**config.mk**
```make
export PLATFORM = sky130hd
export DESIGN_NAME = hash_stream_io
export DESIGN_NICKNAME = d
export VERILOG_FILES = /design/src/rtl/hash_stream_io.sv
export SDC_FILE = /design/constraint.sdc
export NUM_CORES = 1
export LEC_CHECK = 0
export ABC_AREA = 1
export CORE_AREA = 2 2 281 283
export CTS_CLUSTER_SIZE = 8
export DETAILED_ROUTE_END_ITERATION = 7
export DIE_AREA = 0 0 283 285
export PLACE_DENSITY_LB_ADDON = 0.05
export SYNTH_ARGS = -nofsm -noshare
export SYNTH_HDL_FRONTEND = slang
export SYNTH_SLANG_ARGS = --single-unit
```
**constraint.sdc**
```tcl
create_clock -name clk -period 25.6 [get_ports clk]
set_clock_uncertainty 0.15 [all_clocks]
set_input_delay 5.12 -clock clk [delete_from_list [all_inputs] [get_ports clk]]
set_output_delay 5.12 -clock clk [all_outputs]
set_load 0.01 [all_outputs]
```
**src/rtl/hash_stream_io.sv**
```systemverilog
// Stream front/back end for the hash core: packs input words into a message block
// and serialises a digest into output beats. Input and output sides are independent.
module hash_stream_io #(
  parameter int IN_W     = 8,
  parameter int BLOCK_W  = 512,
  parameter int DIGEST_W = 160,
  parameter int OUT_W    = 16,
  localparam int WORDS_IN  = BLOCK_W / IN_W,
  localparam int LEN_W     = $clog2(WORDS_IN) + 1
) (
  input  logic                clk,
  input  logic                rst,
  input  logic                i_valid,
  input  logic [IN_W-1:0]     i_text,
  input  logic                i_last,
  output logic                o_in_ready,
  output logic [BLOCK_W-1:0]  o_block,
  output logic [LEN_W-1:0]    o_block_len,
  output logic                o_block_valid,
  input  logic                i_block_ack,
  input  logic [DIGEST_W-1:0] i_digest,
  input  logic                i_digest_valid,
  output logic                o_digest_ready,
  output logic [OUT_W-1:0]    o_answer,
  output logic                o_valid,
  output logic                o_last,
  input  logic                i_out_ready
);
  localparam int WORDS_OUT = DIGEST_W / OUT_W;
  localparam int BEAT_W    = $clog2(WORDS_OUT + 1);

  typedef enum logic {COLLECT, HOLD} in_state_e;
  typedef enum logic {IDLE, SEND} out_state_e;

  in_state_e           in_state_q, in_state_d;
  logic [LEN_W-1:0]    cnt_q, cnt_d;
  logic [BLOCK_W-1:0]  block_q, block_d;
  out_state_e          out_state_q, out_state_d;
  logic [DIGEST_W-1:0] shift_q, shift_d;
  logic [BEAT_W-1:0]   beat_q, beat_d;

  always_ff @(posedge clk or posedge rst) begin
    if (rst) begin
      in_state_q  <= COLLECT;
      cnt_q       <= '0;
      block_q     <= '0;
      out_state_q <= IDLE;
      shift_q     <= '0;
      beat_q      <= '0;
    end else begin
      in_state_q  <= in_state_d;
      cnt_q       <= cnt_d;
      block_q     <= block_d;
      out_state_q <= out_state_d;
      shift_q     <= shift_d;
      beat_q      <= beat_d;
    end
  end

  // Input side: cnt doubles as the reported length once the block is held.
  always_comb begin
    in_state_d = in_state_q;
    cnt_d      = cnt_q;
    block_d    = block_q;
    case (in_state_q)
      COLLECT: begin
        if (i_valid) begin
          for (int i = 0; i < WORDS_IN; i++) begin
            if (cnt_q == LEN_W'(i)) block_d[BLOCK_W-1-i*IN_W -: IN_W] = i_text;
          end
          cnt_d = cnt_q + LEN_W'(1);
          if (cnt_q == LEN_W'(WORDS_IN - 1) || i_last) in_state_d = HOLD;
        end
      end
      HOLD: begin
        if (i_block_ack) begin
          in_state_d = COLLECT;
          cnt_d      = '0;
          block_d    = '0;
        end
      end
      default: in_state_d = COLLECT;
    endcase
  end

  // Output side: the shift register is cleared after the last beat so o_answer idles at 0.
  always_comb begin
    out_state_d = out_state_q;
    shift_d     = shift_q;
    beat_d      = beat_q;
    case (out_state_q)
      IDLE: begin
        if (i_digest_valid) begin
          shift_d     = i_digest;
          beat_d      = '0;
          out_state_d = SEND;
        end
      end
      SEND: begin
        if (i_out_ready) begin
          if (beat_q == BEAT_W'(WORDS_OUT - 1)) begin
            shift_d     = '0;
            beat_d      = '0;
            out_state_d = IDLE;
          end else begin
            shift_d = shift_q << OUT_W;
            beat_d  = beat_q + BEAT_W'(1);
          end
        end
      end
      default: out_state_d = IDLE;
    endcase
  end

  always_comb begin
    o_in_ready     = (in_state_q == COLLECT);
    o_block_valid  = (in_state_q == HOLD);
    o_block        = block_q;
    o_block_len    = (in_state_q == HOLD) ? cnt_q : '0;
    o_digest_ready = (out_state_q == IDLE);
    o_valid        = (out_state_q == SEND);
    o_answer       = shift_q[DIGEST_W-1 -: OUT_W];
    o_last         = (out_state_q == SEND) && (beat_q == BEAT_W'(WORDS_OUT - 1));
  end
endmodule
```
==> summary.txt <==
Drt
  • Drt via density: 5.31
  • Number of iterations in the first detailed-routing pass: 5
  • Number of vias after detailed routing: 26,100
  • DRC: 0
  • Count of antenna-violating nets left after detailed routing: 0
  • Routed len/inst: 23.7 um
  • First-iteration detailed-routing DRC count: 2,386
  • Total wire length: 116,000 um

GRT
  • Grt total ovfl: 0
  • First-pass GRT wire length: 174,000 um
  • Antenna violations before repair: 14
  • Vias in the first global route: 25,800
  • Maximum number of pins on one net before global-route repair: 208
  • Total routing usage reported by global routing: 28.3%

Clock network
  • TritonCTS clock tree: built
  • Clock Tree Buf Depth: 3
  • Count of instances resized after the clock tree is built: 0
  • Number of levels in the clock H-tree: 3
  • Clock Pin Slew Worst Setup and Hold Paths: 0.05 ns
  • Clock sinks: 685
  • Root buffer selected by CTS: sky130_fd_sc_hd__clkbuf_16
  • Hold-fix buffers, CTS: 0
  • Number of clock buffers inserted by TritonCTS: 95
  • Buffers inserted during post-CTS setup optimization: 0
  • Insertion delay to the later sink of the worst-skew pair: 0.65 ns

Setup path
  • R2R setup slack: 21.86 ns
  • Arrival time worst endpoint: 8.24 ns
  • Capture point of the worst path: o_block[264]
  • Capturing element type of the critical path: flop
  • Path type of the worst setup path: primary input to flop
  • Largest fanout of any net on the critical path: 207
  • R2R Path End: shift_q[75]
  • Crit path launch: i_block_ack
  • Data required time at the worst endpoint: 25.98 ns
  • R2R Path Start: o_valid
  • Depth of the most critical reg-to-reg path: 7
  • Critical Path Start Type: primary input

Yosys
  • Cell Area, Synth: 0.0291 sq mm
  • Simple logic cell fraction of the synthesized area: 28.7%
  • Number of warnings reported in the yosys synthesis log: 0
  • Share of synthesized cell area in full adder, half adder and majority cells: 0.258%
  • Net Count, Synth: 3,442
  • Unique masters post-synth: 30
  • Mapped Avg Cell Area: 8.92 sq um
  • Mux contribution to synthesized area: 0.0344%
  • Seq/Total Area, Yosys: 58.9%
  • Synthesized netlist cell count: 3,261
  • Post-Synth XOR/XNOR Area: 0.0602%
  • Main combinational cell family by area after synthesis: simple AND/OR/NAND/NOR gates
  • Compound-gate portion of the synthesized area: 6.90%
  • Number of flip-flops and latches in the synthesized netlist: 685

Power
  • P per Cell Area: 78.1 mW/mm^2
  • Sequential share of power: 43.3%
  • Power dissipated by switching net loads: 0.954 mW
  • Internal Pwr Total: 2.11 mW
  • P_leak: 18.9 nW
  • Largest vdd supply drop: 51.7 uV
  • Relative contribution of combinational cells to total power: 19.7%
  • Clock share of power: 37.1%
  • Fraction of power spent switching nets: 31.1%

Timing
  • Summed negative setup slack over all endpoints: 0 ns
  • Maximum achievable frequency: 127 MHz
  • Count of final hold-check violations: 0
  • Final cycle utilization of the critical path: 30.7%
  • Slew at the pin closest to its max-slew limit: 1.26 ns
  • Post-route minimum period: 7.86 ns
  • Final Max Slew Viols: 0
  • Final setup violation count: 0
  • RSZ-0062 raised after global routing: no
  • Slew headroom: 15.6%

Finish
  • Non-filler instance count after layout: 4,919
  • Final #Nets: 4,032
  • Layout cells sized above 1: 6.61%
  • Area growth syn-to-layout: 34.9%

Die
  • Effective utilization at floorplan: 37.3%
  • Row count: 103
  • Die area: 0.0807 sq mm
  • Core footprint: 0.0780 sq mm
  • Vert. Die Dim: 285 um
  • Total I/O pin count: 715
  • Die width: 283 um

Run
  • Max Cap Viol: 0

Place
  • # port buffers: 714
  • Post-detailed-placement half-perimeter wirelength: 77,500 um
  • GPL Wtd Cong: 0.836
  • Number of cells after detailed placement: 4,804

Outcome
  • Result of the run: finished, final reports clean

Worst hold path
  • Type of the most critical hold path: flop to flop
  • Number of stages on the worst hold path: 2
## through the flow
| stage | power [mW] | setup WS [ns] | hold WS, ns | instance area (sq um) | util [%] |
|---|---|---|---|---|---|
| after global routing | 3.21 | 17.41 | 0.362 | 39300 | 50.3 |
| after global placement | 1.94 | 17.02 | 0.330 | 36700 | 47.0 |
| after detailed placement | 1.94 | 17.04 | 0.334 | 36700 | 47.0 |
| final | 3.07 | 17.74 | 0.342 | 39300 | 50.3 |
| after floorplan | 1.67 | 1.13 | 0.317 | 29100 | - |
| after CTS | 3.09 | 17.74 | 0.347 | 39200 | 50.3 |
## worst max-delay path: stages
cell                              delay (ns)
sky130_fd_sc_hd__clkdlybuf4s50_1        0.47
sky130_fd_sc_hd__nand2_4                0.24
sky130_fd_sc_hd__buf_12                 0.59
sky130_fd_sc_hd__buf_12                 0.60
sky130_fd_sc_hd__nand2_1                0.42
sky130_fd_sc_hd__nand2_1                0.14
sky130_fd_sc_hd__nand2_1                0.06
## registers in the layout (all words and copies together) (netlist names)
| name | count |
|---|---|
| beat_q | 4 |
| cnt_q | 7 |
| shift_q | 160 |
| o_block_valid | 1 |
| o_valid | 1 |
| o_block | 512 |
## final cells by class
type	count	area [sq um]
multi-input combinational	2245	10500
fill	7434	38700
tap	1050	1310
antenna	9	22.5
timing repair buffer	746	7410
sequential	685	17100
clock inverter	6	135
clock buffer	100	2420
inverter	78	307
## routing by layer
layer / routed length (um) / track usage (%) / part of all wire, % / up-vias
li1: - / - / - / 12100
met1: 49100 / 37.7 / 42 / 12900
met2: 54800 / 44.4 / 47 / 897
met3: 8010 / 6.81 / 6.9 / 195
met4: 4530 / 11.4 / 3.9 / 6
met5: 41 / 0 / 0.035 / -
## synthesized netlist by cell type
cell                       instances  area share, %
sky130_fd_sc_hd__xnor2_1           1          0.030
sky130_fd_sc_hd__o211ai_1          1          0.026
sky130_fd_sc_hd__buf_1            23           0.30
sky130_fd_sc_hd__nand3_2           2          0.069
sky130_fd_sc_hd__mux2i_1           1          0.034
sky130_fd_sc_hd__a22o_1           16           0.48
sky130_fd_sc_hd__buf_4            30           0.77
sky130_fd_sc_hd__inv_4             1          0.022
sky130_fd_sc_hd__o21ai_0         212            3.6
sky130_fd_sc_hd__nand2_1         719            9.3
sky130_fd_sc_hd__buf_6             4           0.15
sky130_fd_sc_hd__nor2_8            1          0.069
sky130_fd_sc_hd__a21oi_1         145            2.5
sky130_fd_sc_hd__clkbuf_1        114            1.5
sky130_fd_sc_hd__xor2_1            1          0.030
sky130_fd_sc_hd__ha_1              6           0.26
sky130_fd_sc_hd__clkinv_1          3          0.039
sky130_fd_sc_hd__dfrtp_1         685             59
sky130_fd_sc_hd__inv_2            41           0.53
sky130_fd_sc_hd__o22ai_1           2          0.043
sky130_fd_sc_hd__nand2_4           2          0.077
sky130_fd_sc_hd__nor2_2           14           0.30
sky130_fd_sc_hd__nor2_1          158            2.0
sky130_fd_sc_hd__nand4_1          48            1.0
sky130_fd_sc_hd__nand2_2          39           0.84
sky130_fd_sc_hd__inv_1            33           0.43
sky130_fd_sc_hd__nand3_1         858             15
sky130_fd_sc_hd__o21ai_1          12           0.21
sky130_fd_sc_hd__buf_2            82            1.4
sky130_fd_sc_hd__nor2_4            7           0.27
## worst min path at each step
stage	start	to	slack (ns)
after floorplan	shift_q[10]	shift_q[10]	0.32
after global placement	o_block[325]	o_block[325]	0.33
after detailed placement	shift_q[14]	shift_q[14]	0.33
after CTS	o_block[180]	o_block[180]	0.35
after global routing	o_block[488]	o_block[488]	0.36
final	o_block[457]	o_block[457]	0.34
## cell usage in the layout (no fill, tap or decap), types with 2 or more instances in the layout
cell type	instances
sky130_fd_sc_hd__o21ai_1	12
sky130_fd_sc_hd__nand2_4	4
sky130_fd_sc_hd__clkinv_1	3
sky130_fd_sc_hd__nand2_2	39
sky130_fd_sc_hd__buf_12	2
sky130_fd_sc_hd__nand3_1	857
sky130_fd_sc_hd__nand3_2	2
sky130_fd_sc_hd__inv_2	47
sky130_fd_sc_hd__clkdlybuf4s50_1	714
sky130_fd_sc_hd__o22ai_1	2
sky130_fd_sc_hd__clkbuf_16	96
sky130_fd_sc_hd__nor2_4	8
sky130_fd_sc_hd__diode_2	9
sky130_fd_sc_hd__buf_4	30
sky130_fd_sc_hd__nand2_1	717
sky130_fd_sc_hd__nand4_1	48
sky130_fd_sc_hd__clkbuf_1	4
sky130_fd_sc_hd__dfrtp_1	684
sky130_fd_sc_hd__clkinv_16	3
sky130_fd_sc_hd__a21oi_1	145
sky130_fd_sc_hd__inv_4	2
sky130_fd_sc_hd__nor2_2	14
sky130_fd_sc_hd__inv_1	24
sky130_fd_sc_hd__nor2_1	157
sky130_fd_sc_hd__o21ai_0	212
sky130_fd_sc_hd__a22o_1	16
sky130_fd_sc_hd__ha_1	6
## logic make-up after synthesis
logic type / Yosys count
XOR/XNOR: 2
adder cells (fa/ha/maj): 6
buffers and inverters: 331
AO/OA/AOI/OAI: 388
flip-flops: 685
multiplexers: 1
AND/OR/NAND/NOR: 1848
## power by group through the flow
stage	combinational [mW]	clock, mW	sequential [mW]
floorplan	0.354	0	1.32
global placement	0.601	0	1.34
detailed placement	0.607	0	1.34
CTS	0.609	1.16	1.32
global route	0.665	1.20	1.34
finish	0.603	1.14	1.33
Power figures use the tool's default switching activity.
